$ cat src/rtl/esm_report_arbiter.sv
// Packet-level round-robin arbiter merging ESM report streams onto one AXI-stream master.
// A granted input owns the output until its last word; a stalled input is aborted after a timeout.
module esm_report_arbiter #(
  parameter int unsigned                  AXI_DATA_WIDTH = 32,
  parameter int unsigned                  NUM_INPUTS     = 4,
  parameter int unsigned                  TIMEOUT_CYCLES = 1024,
  parameter logic [AXI_DATA_WIDTH-1:0]    ABORT_WORD     = 32'hDEADBEEF
) (
  input  logic                                 Axi_clk,
  input  logic                                 Axi_rstn,
  input  logic [NUM_INPUTS-1:0]                S_axis_valid,
  input  logic [NUM_INPUTS*AXI_DATA_WIDTH-1:0] S_axis_data,
  input  logic [NUM_INPUTS-1:0]                S_axis_last,
  output logic [NUM_INPUTS-1:0]                S_axis_ready,
  output logic                                 M_axis_valid,
  output logic [AXI_DATA_WIDTH-1:0]            M_axis_data,
  output logic                                 M_axis_last,
  input  logic                                 M_axis_ready,
  output logic [15:0]                          Abort_count
);

  localparam int unsigned GW = (NUM_INPUTS > 1) ? $clog2(NUM_INPUTS) : 1;
  localparam int unsigned TW = (TIMEOUT_CYCLES > 0) ? $clog2(TIMEOUT_CYCLES + 1) : 1;
  localparam logic [TW-1:0] TIMEOUT_MATCH = TW'(TIMEOUT_CYCLES);

  localparam logic [1:0] ST_IDLE  = 2'd0;
  localparam logic [1:0] ST_FWD   = 2'd1;
  localparam logic [1:0] ST_ABORT = 2'd2;
  localparam logic [1:0] ST_DRAIN = 2'd3;

  logic [1:0]                state_q, state_d;
  logic [GW-1:0]             grant_q, grant_d;
  logic [GW-1:0]             last_grant_q, last_grant_d;
  logic [TW-1:0]             tcnt_q, tcnt_d;
  logic                      m_valid_q, m_valid_d;
  logic [AXI_DATA_WIDTH-1:0] m_data_q, m_data_d;
  logic                      m_last_q, m_last_d;
  logic [15:0]               abort_cnt_q, abort_cnt_d;

  logic                      slot_free;
  logic                      sel_valid;
  logic                      sel_last;
  logic [AXI_DATA_WIDTH-1:0] sel_data;
  logic                      pick_found;
  logic [GW-1:0]             pick_idx;
  logic                      ready_sel;

  assign slot_free = !m_valid_q || M_axis_ready;

  // Mux of the currently granted input.
  always_comb begin
    sel_valid = 1'b0;
    sel_last  = 1'b0;
    sel_data  = '0;
    for (int unsigned i = 0; i < NUM_INPUTS; i++) begin
      if (grant_q == GW'(i)) begin
        sel_valid = S_axis_valid[i];
        sel_last  = S_axis_last[i];
        sel_data  = S_axis_data[i*AXI_DATA_WIDTH +: AXI_DATA_WIDTH];
      end
    end
  end

  // Round-robin search starting just after the previous grant.
  always_comb begin
    pick_found = 1'b0;
    pick_idx   = last_grant_q;
    for (int unsigned k = 0; k < NUM_INPUTS; k++) begin
      for (int unsigned i = 0; i < NUM_INPUTS; i++) begin
        if (!pick_found && S_axis_valid[i] &&
            (((32'(last_grant_q) + k + 32'd1) % NUM_INPUTS) == i)) begin
          pick_found = 1'b1;
          pick_idx   = GW'(i);
        end
      end
    end
  end

  always_comb begin
    state_d      = state_q;
    grant_d      = grant_q;
    last_grant_d = last_grant_q;
    tcnt_d       = tcnt_q;
    m_valid_d    = m_valid_q && !M_axis_ready;
    m_data_d     = m_data_q;
    m_last_d     = m_last_q;
    abort_cnt_d  = abort_cnt_q;
    ready_sel    = 1'b0;
    case (state_q)
      ST_IDLE: begin
        if (pick_found) begin
          grant_d = pick_idx;
          tcnt_d  = '0;
          state_d = ST_FWD;
        end
      end
      ST_FWD: begin
        ready_sel = slot_free;
        if (sel_valid && slot_free) begin
          m_valid_d = 1'b1;
          m_data_d  = sel_data;
          m_last_d  = sel_last;
          tcnt_d    = '0;
          if (sel_last) begin
            last_grant_d = grant_q;
            state_d      = ST_IDLE;
          end
        end else if (slot_free && (TIMEOUT_CYCLES != 0)) begin
          // Only cycles where the output could have taken a word count as starvation.
          if (tcnt_q + TW'(1) == TIMEOUT_MATCH) begin
            tcnt_d  = '0;
            state_d = ST_ABORT;
          end else begin
            tcnt_d = tcnt_q + TW'(1);
          end
        end
      end
      ST_ABORT: begin
        if (slot_free) begin
          m_valid_d = 1'b1;
          m_data_d  = ABORT_WORD;
          m_last_d  = 1'b1;
          if (abort_cnt_q != 16'hFFFF) abort_cnt_d = abort_cnt_q + 16'd1;
          state_d = ST_DRAIN;
        end
      end
      ST_DRAIN: begin
        ready_sel = 1'b1;
        if (sel_valid && sel_last) begin
          last_grant_d = grant_q;
          state_d      = ST_IDLE;
        end
      end
      default: state_d = ST_IDLE;
    endcase
  end

  always_comb begin
    S_axis_ready = '0;
    for (int unsigned i = 0; i < NUM_INPUTS; i++) begin
      if (grant_q == GW'(i)) S_axis_ready[i] = ready_sel;
    end
  end

  always_ff @(posedge Axi_clk or negedge Axi_rstn) begin
    if (!Axi_rstn) begin
      state_q      <= ST_IDLE;
      grant_q      <= '0;
      last_grant_q <= GW'(NUM_INPUTS - 1);
      tcnt_q       <= '0;
      m_valid_q    <= 1'b0;
      m_data_q     <= '0;
      m_last_q     <= 1'b0;
      abort_cnt_q  <= '0;
    end else begin
      state_q      <= state_d;
      grant_q      <= grant_d;
      last_grant_q <= last_grant_d;
      tcnt_q       <= tcnt_d;
      m_valid_q    <= m_valid_d;
      m_data_q     <= m_data_d;
      m_last_q     <= m_last_d;
      abort_cnt_q  <= abort_cnt_d;
    end
  end

  assign M_axis_valid = m_valid_q;
  assign M_axis_data  = m_data_q;
  assign M_axis_last  = m_last_q;
  assign Abort_count  = abort_cnt_q;

endmodule
$ cat config.mk
export PLATFORM = sky130hd
export DESIGN_NAME = esm_report_arbiter
export DESIGN_NICKNAME = d
export VERILOG_FILES = /design/src/rtl/esm_report_arbiter.sv
export SDC_FILE = /design/constraint.sdc
export NUM_CORES = 1
export LEC_CHECK = 0
export CAP_MARGIN = 20
export CELL_PAD_IN_SITES_DETAIL_PLACEMENT = 1
export CELL_PAD_IN_SITES_GLOBAL_PLACEMENT = 2
export CORE_UTILIZATION = 22
export DETAILED_ROUTE_END_ITERATION = 10
export PLACE_DENSITY_LB_ADDON = 0.1
export SYNTH_ARGS = -nofsm -noshare
export SYNTH_HDL_FRONTEND = slang
export SYNTH_SLANG_ARGS = --single-unit
$ cat constraint.sdc
create_clock -name Axi_clk -period 1.7 [get_ports Axi_clk]
set_input_delay 0.255 -clock Axi_clk [delete_from_list [all_inputs] [get_ports Axi_clk]]
set_output_delay 0.255 -clock Axi_clk [all_outputs]
set_load 0.005 [all_outputs]
# After elaboration in Yosys (flattened, before gate mapping)
# Index checks and enable logic that the tools add are counted.
# totals
word_cells	186
output_inout_bits	54
rom_bits	0
latch_bits	0
regBits	67
n_memories	0
ram_bits	0
in_bits	139
# op_classes
n_reduce_logical	67
add_sub_neg	8
n_mux	75
div_mod_pow	0
multipliers	0
magnitude_cmp	0
n_eq_ne	28
bitwise	0
shift	0
# op_table
op	count
two-way mux 32 bit	6
zero test 32 bit	4
case mux 32 bit (2 select lines)	1
two-way mux 2 bit	26
two-way mux 11 bit	4
logical AND 1 bit	34
two-way mux 1 bit	32
== test 2 bit (second input constant)	12
case mux 11 bit (2 select lines)	1
zero test 1 bit	17
adder 16 x 1 -> 16 bit (second input constant)	1
!= test 16 bit (second input constant)	1
== test 2 x 1 -> 1 bit (second input constant)	6
adder 11 x 1 -> 11 bit (second input constant)	1
== test 11 bit (second input constant)	1
!= test 2 bit (second input constant)	5
!= test 3 bit (second input constant)	3
AND reduction 3 bit	3
adder 2 x 1 -> 2 bit (second input constant)	4
case mux 2 bit (4 select lines)	1
case mux 1 bit (2 select lines)	3
AND reduction 6 bit	1
nonzero test 2 bit	3
adder 2 bit (second input constant)	2
5 further kinds	6

# Longest topological paths before layout
# depth
word_depth	66
depth_mapped	9
depth_no_buf	7

# Worst setup path after synthesis
# No wires, ideal clock.
# synth_timing
kind	flip-flop to flip-flop
from	register tcnt_q[0]
to	register state_q[0]
t_arrival_ns	1.814
setup_time_ns	0.079
required_ns	1.621
n_path_buf	0
path_stages_with_launch	8
period_less_slack_ns	1.893
slack_ns	-0.193
path_cell_list	dfrtp_1 -> ha_1 -> nand2_1 -> or3_1 -> a211oi_2 -> nand3_1 -> a21oi_1 -> mux2i_1
# synth_between
elab_chain_cells	4
# synth_lines
item	line	source
start, declared	34	logic [TW-1:0] tcnt_q, tcnt_d;
start signal, assigned	159	tcnt_q <= tcnt_d;
adder 11 x 1 -> 11 bit	110	if (tcnt_q + TW'(1) == TIMEOUT_MATCH) begin
== test 11 bit	110	
!= test 3 bit (no line)	--	
AND reduction 6 bit (no line)	--	
end signal, assigned	156	state_q <= state_d;
end, declared	31	logic [1:0] state_q, state_d;
# Every way passes these cells.
# A chain may end at the register's enable or synchronous reset.

# Worst setup path in the final report
# layout_timing
from	register grant_q[0]
to	register state_q[0]
# layout_between
elab_chain_cells	8
word_cells_on_any_way	21
classes_between	eq/ne (7); mux (10); reduce/logical (4)
# layout_lines
item	line	source
start, declared	32	logic [GW-1:0] grant_q, grant_d;
start signal, assigned	157	grant_q <= grant_d;
zero test 2 bit	56	if (grant_q == GW'(i)) begin
two-way mux 1 bit (4 in a row)	56	
logical AND 1 bit, on equally long branches	99, 129	
!= test 3 bit (no line) (tied with other cells)	--	
AND reduction 6 bit (no line) / case mux 2 bit (4 select lines) (equally long branches)	--	
# Parallel ways exist; a longest one is shown, timed or not.

==> run_results.csv <==
group,metric,value,unit
clock_network,clock_latency,0.34,ns
timing,fin_skew,0.00435,ns
final_layout,drive_above_1_share,0.364,
clock_network,clkSinkCount,67,
logic_synthesis,yosys_warnings,0,
drt,wl_per_cell,18.2,µm
global_route,grt_max_degree,33,
logic_synthesis,synth-seq-cells,67,
clock_network,clockBufferDepth,2,
floorplan,die_x,139,µm
worst_setup_path,worst_path_largest_cell_delay,0.61,ns
run_status,violations,"DRC, setup timing",
logic_synthesis,syn-cell-area,4120,µm²
floorplan,placeableCoreArea,18100,µm²
global_route,first_global_vias,4654,
timing,finalCritPeriodShare,1.14,
global_route,gr-usage-all-layers,0.172,
clock_network,numCtsBuffers,9,
drt,drt_iter0_markers,122,
worst_setup_path,end_kind,"flip-flop",
floorplan,dieArea,19300,µm²
pwr,irDropWorstVdd,0.646,mV
clock_network,clockRootBuffer,"clkbuf_16",
drt,drtAntennaViolNets,0,
floorplan,start_util,0.227,
worst_setup_path,critPathLaunchType,"flip-flop",
worst_setup_path,critical_path_buf_inv_count,0,
timing,rsz0062_at_grt,"true",
global_route,grt_overflow,0,
drt,wirelength,16100,µm
global_route,globalRouteMet2Util,0.310,
timing,slew_violations,0,
timing,hold_viol_final,0,
drt,vias,4193,
worst_setup_path,cp_top_family,"multiplexers",
timing,holdWs,0.322,ns
worst_setup_path,required,1.96,ns
floorplan,boundaryPins,193,
logic_synthesis,synth_seq_area_share,0.408,
final_layout,final_util,0.432,
timing,clock.fmax,0.518,GHz
placed_design,hpwlAfterDp,12200,µm
global_route,antenna_found_initial,0,
placed_design,place.gp.congestion,0.772,
logic_synthesis,syn_nets,531,
job,drv_cap,0,
worst_hold_path,hold_class,"in -> async",
clock_network,cts_tree,"done",
drt,drtPass1Iterations,9,
timing,fin_ws,-0.230,ns
pwr,power.density,1440,nW/µm²
worst_setup_path,cp_slowest_cell,"mux4_2",
worst_setup_path,path_class,"reg -> reg",
final_layout,final_nets,798,
drt,drc,4,
global_route,grt.busiest_layer,"met2",
logic_synthesis,synth_cells,385,
placed_design,io_buffers,192,
pwr,power.leakage,3.14,nW
floorplan,rows,49,
final_layout,n_antenna_cell,0,
worst_setup_path,cp_max_fo,5,
drt,vias_per_cell,4.73,
final_layout,syn_to_final_growth,90.3,%
global_route,grt_pass1_wl,25600,µm
run_status,status,"complete, but fails checks",
clock_network,h-tree-depth,3,
logic_synthesis,synth.distinct_cells,52,
worst_setup_path,crit_chain,"mux4_2 > a31oi_1 > a21o_1 > o211ai_1 > a21oi_2 > mux2i_1",
worst_setup_path,arrival,2.19,ns
global_route,use_met3,0.0397,
logic_synthesis,avgSynthCellArea,10.7,µm²
timing,fin_crit,1.93,ns
timing,setup_violations,50,
clock_network,path_clk_slew,0.06,ns
floorplan,fp.dieH,139,µm
timing,worstMarginPinSlew,0.316,ns
global_route,use_met1,0.201,
final_layout,nFillCells,1971,
timing,slew_headroom,0.789,
repair_timing:
action	CTS	global route
setup endpoints to repair	57	59
resized for setup	100	41
endpoints found under the hold margin	12	0
setup buffers	13	6
hold buffers	1	0
pin swaps	18	11
cloned	4	1
cell families (layout without fill, tap and decap cells):
family	after synthesis	in the layout	share of synthesized area
flops	67	67	0.408
compound gates	80	80	0.119
buf+inv	30	302	0.0389
xor+xnor	18	18	0.0383
simple gates	144	144	0.172
fa+ha+maj	7	7	0.0213
mux	39	39	0.202
flip-flops by register name, summed over array words and instances, names as in the netlist, named ones only:
signal and count:
state_q 1, M_axis_last 1, tcnt_q 11, last_grant_q 2
Abort_count 16, M_axis_data 32, grant_q 2, M_axis_valid 1
where the power goes:
group	switching, mW	internal [mW]
Combinational	2.88	3.88
Sequential	0.412	2.12
Clock	0.799	1.16
Total	4.09	7.16
layer usage:
metal | part of all wire | vias to the layer above
met5 | 0 | -
li1 | - | 1957
met4 | 0.011 | 0
met2 | 0.54 | 107
met3 | 0.049 | 10
met1 | 0.40 | 2119
cell type report:
class	instances	area [µm²]	area share
timing repair buffer	280	2810	0.359
sequential	67	1680	0.215
tap	229	287	0.0366
multi-input combinational	288	2720	0.347
clock buffer	9	225	0.0288
clock inverter	7	82.6	0.0105
inverter	6	27.5	0.00351
worst paths after layout:
kind | to | slack (ns) | from | depth (start not counted)
setup / recovery | state_q[0]$_DFFE_PN0P_ | -0.23 | grant_q[0]$_DFFE_PN0P_ | 6
hold / removal | tcnt_q[9]$_DFFE_PN0P_ | 0.32 | Axi_rstn | 2
setup reg to reg | state_q[0]$_DFFE_PN0P_ | -0.23 | grant_q[0]$_DFFE_PN0P_ | 6
hold reg to reg | tcnt_q[9]$_DFFE_PN0P_ | 0.49 | tcnt_q[9]$_DFFE_PN0P_ | 1
max in group asynchronous | state_q[0]$_DFFE_PN0P_ | 0.76 | Axi_rstn | 3
min in group Axi_clk | tcnt_q[9]$_DFFE_PN0P_ | 0.49 | tcnt_q[9]$_DFFE_PN0P_ | 1
cell usage after synthesis (all sizes together):
library cell   n  area, µm²
a2111oi        1       8.76
a211oi         1       12.5
a21o           1       7.51
a21oi         30        150
a221oi         1       8.76
a2bb2oi        1       8.76
a311oi         1       8.76
a31o           1       8.76
a31oi          4       40.0
and2           2       12.5
and3          10       62.6
and3b          1       8.76
and4           4       35.0
buf           12       91.3
clkbuf        12       46.3
dfrtp         65       1630
dfstp          2       52.6
ha             7       87.6
inv            6       22.5
mux2           3       33.8
mux2i          2       32.5
mux4          34        766
nand2         32        120
nand2b         6       37.5
nand3          7       40.0
nand3b         9       67.6
nand4          5       31.3
nand4b         1       23.8
nor2          61        229
nor2b          1       6.26
nor3           1       5.00
nor3b          2       15.0
nor4           1       6.26
o2111ai        3       26.3
o211ai         3       22.5
o21ai         25        125
o22a           1       8.76
o22ai          1       6.26
o31ai          3       22.5
o32ai          2       17.5
o41ai          1       8.76
or3            1       6.26
xnor2         15        131
xor2           3       26.3
layout by cell type, fill, tap and decap left out, types with 12 or more instances in the layout:
master,n
a21oi_1,14
a21oi_2,13
buf_4,62
buf_6,12
clkdlybuf4s50_1,186
dfrtp_1,61
mux4_2,34
nand2_1,25
nor2_1,35
nor2_2,17
o21ai_0,14
xnor2_1,15
worst register-to-register path, delay by kind of cell (launching register included):
kind               cells  cell delay [ns]
AOI/OAI and AO/OA      4             0.67
muxes                  2             0.81
DFF                    1             0.38
metrics by stage:
stage | worst slack (ns) | setup TNS [ns] | instance area (µm²) | std cells | power (mW)
after global routing | -0.341 | -9.07 | 7830 | 886 | 12.0
after floorplan | -0.0803 | -1.94 | 4210 | 385 | 5.29
after global placement | -0.439 | -19.88 | 6850 | 848 | 7.78
final | -0.230 | -4.38 | 7830 | 886 | 11.3
after CTS | -0.170 | -5.63 | 7670 | 881 | 11.1
after detailed placement | -0.500 | -23.01 | 6850 | 848 | 7.89
Power figures use the tool's default switching activity.
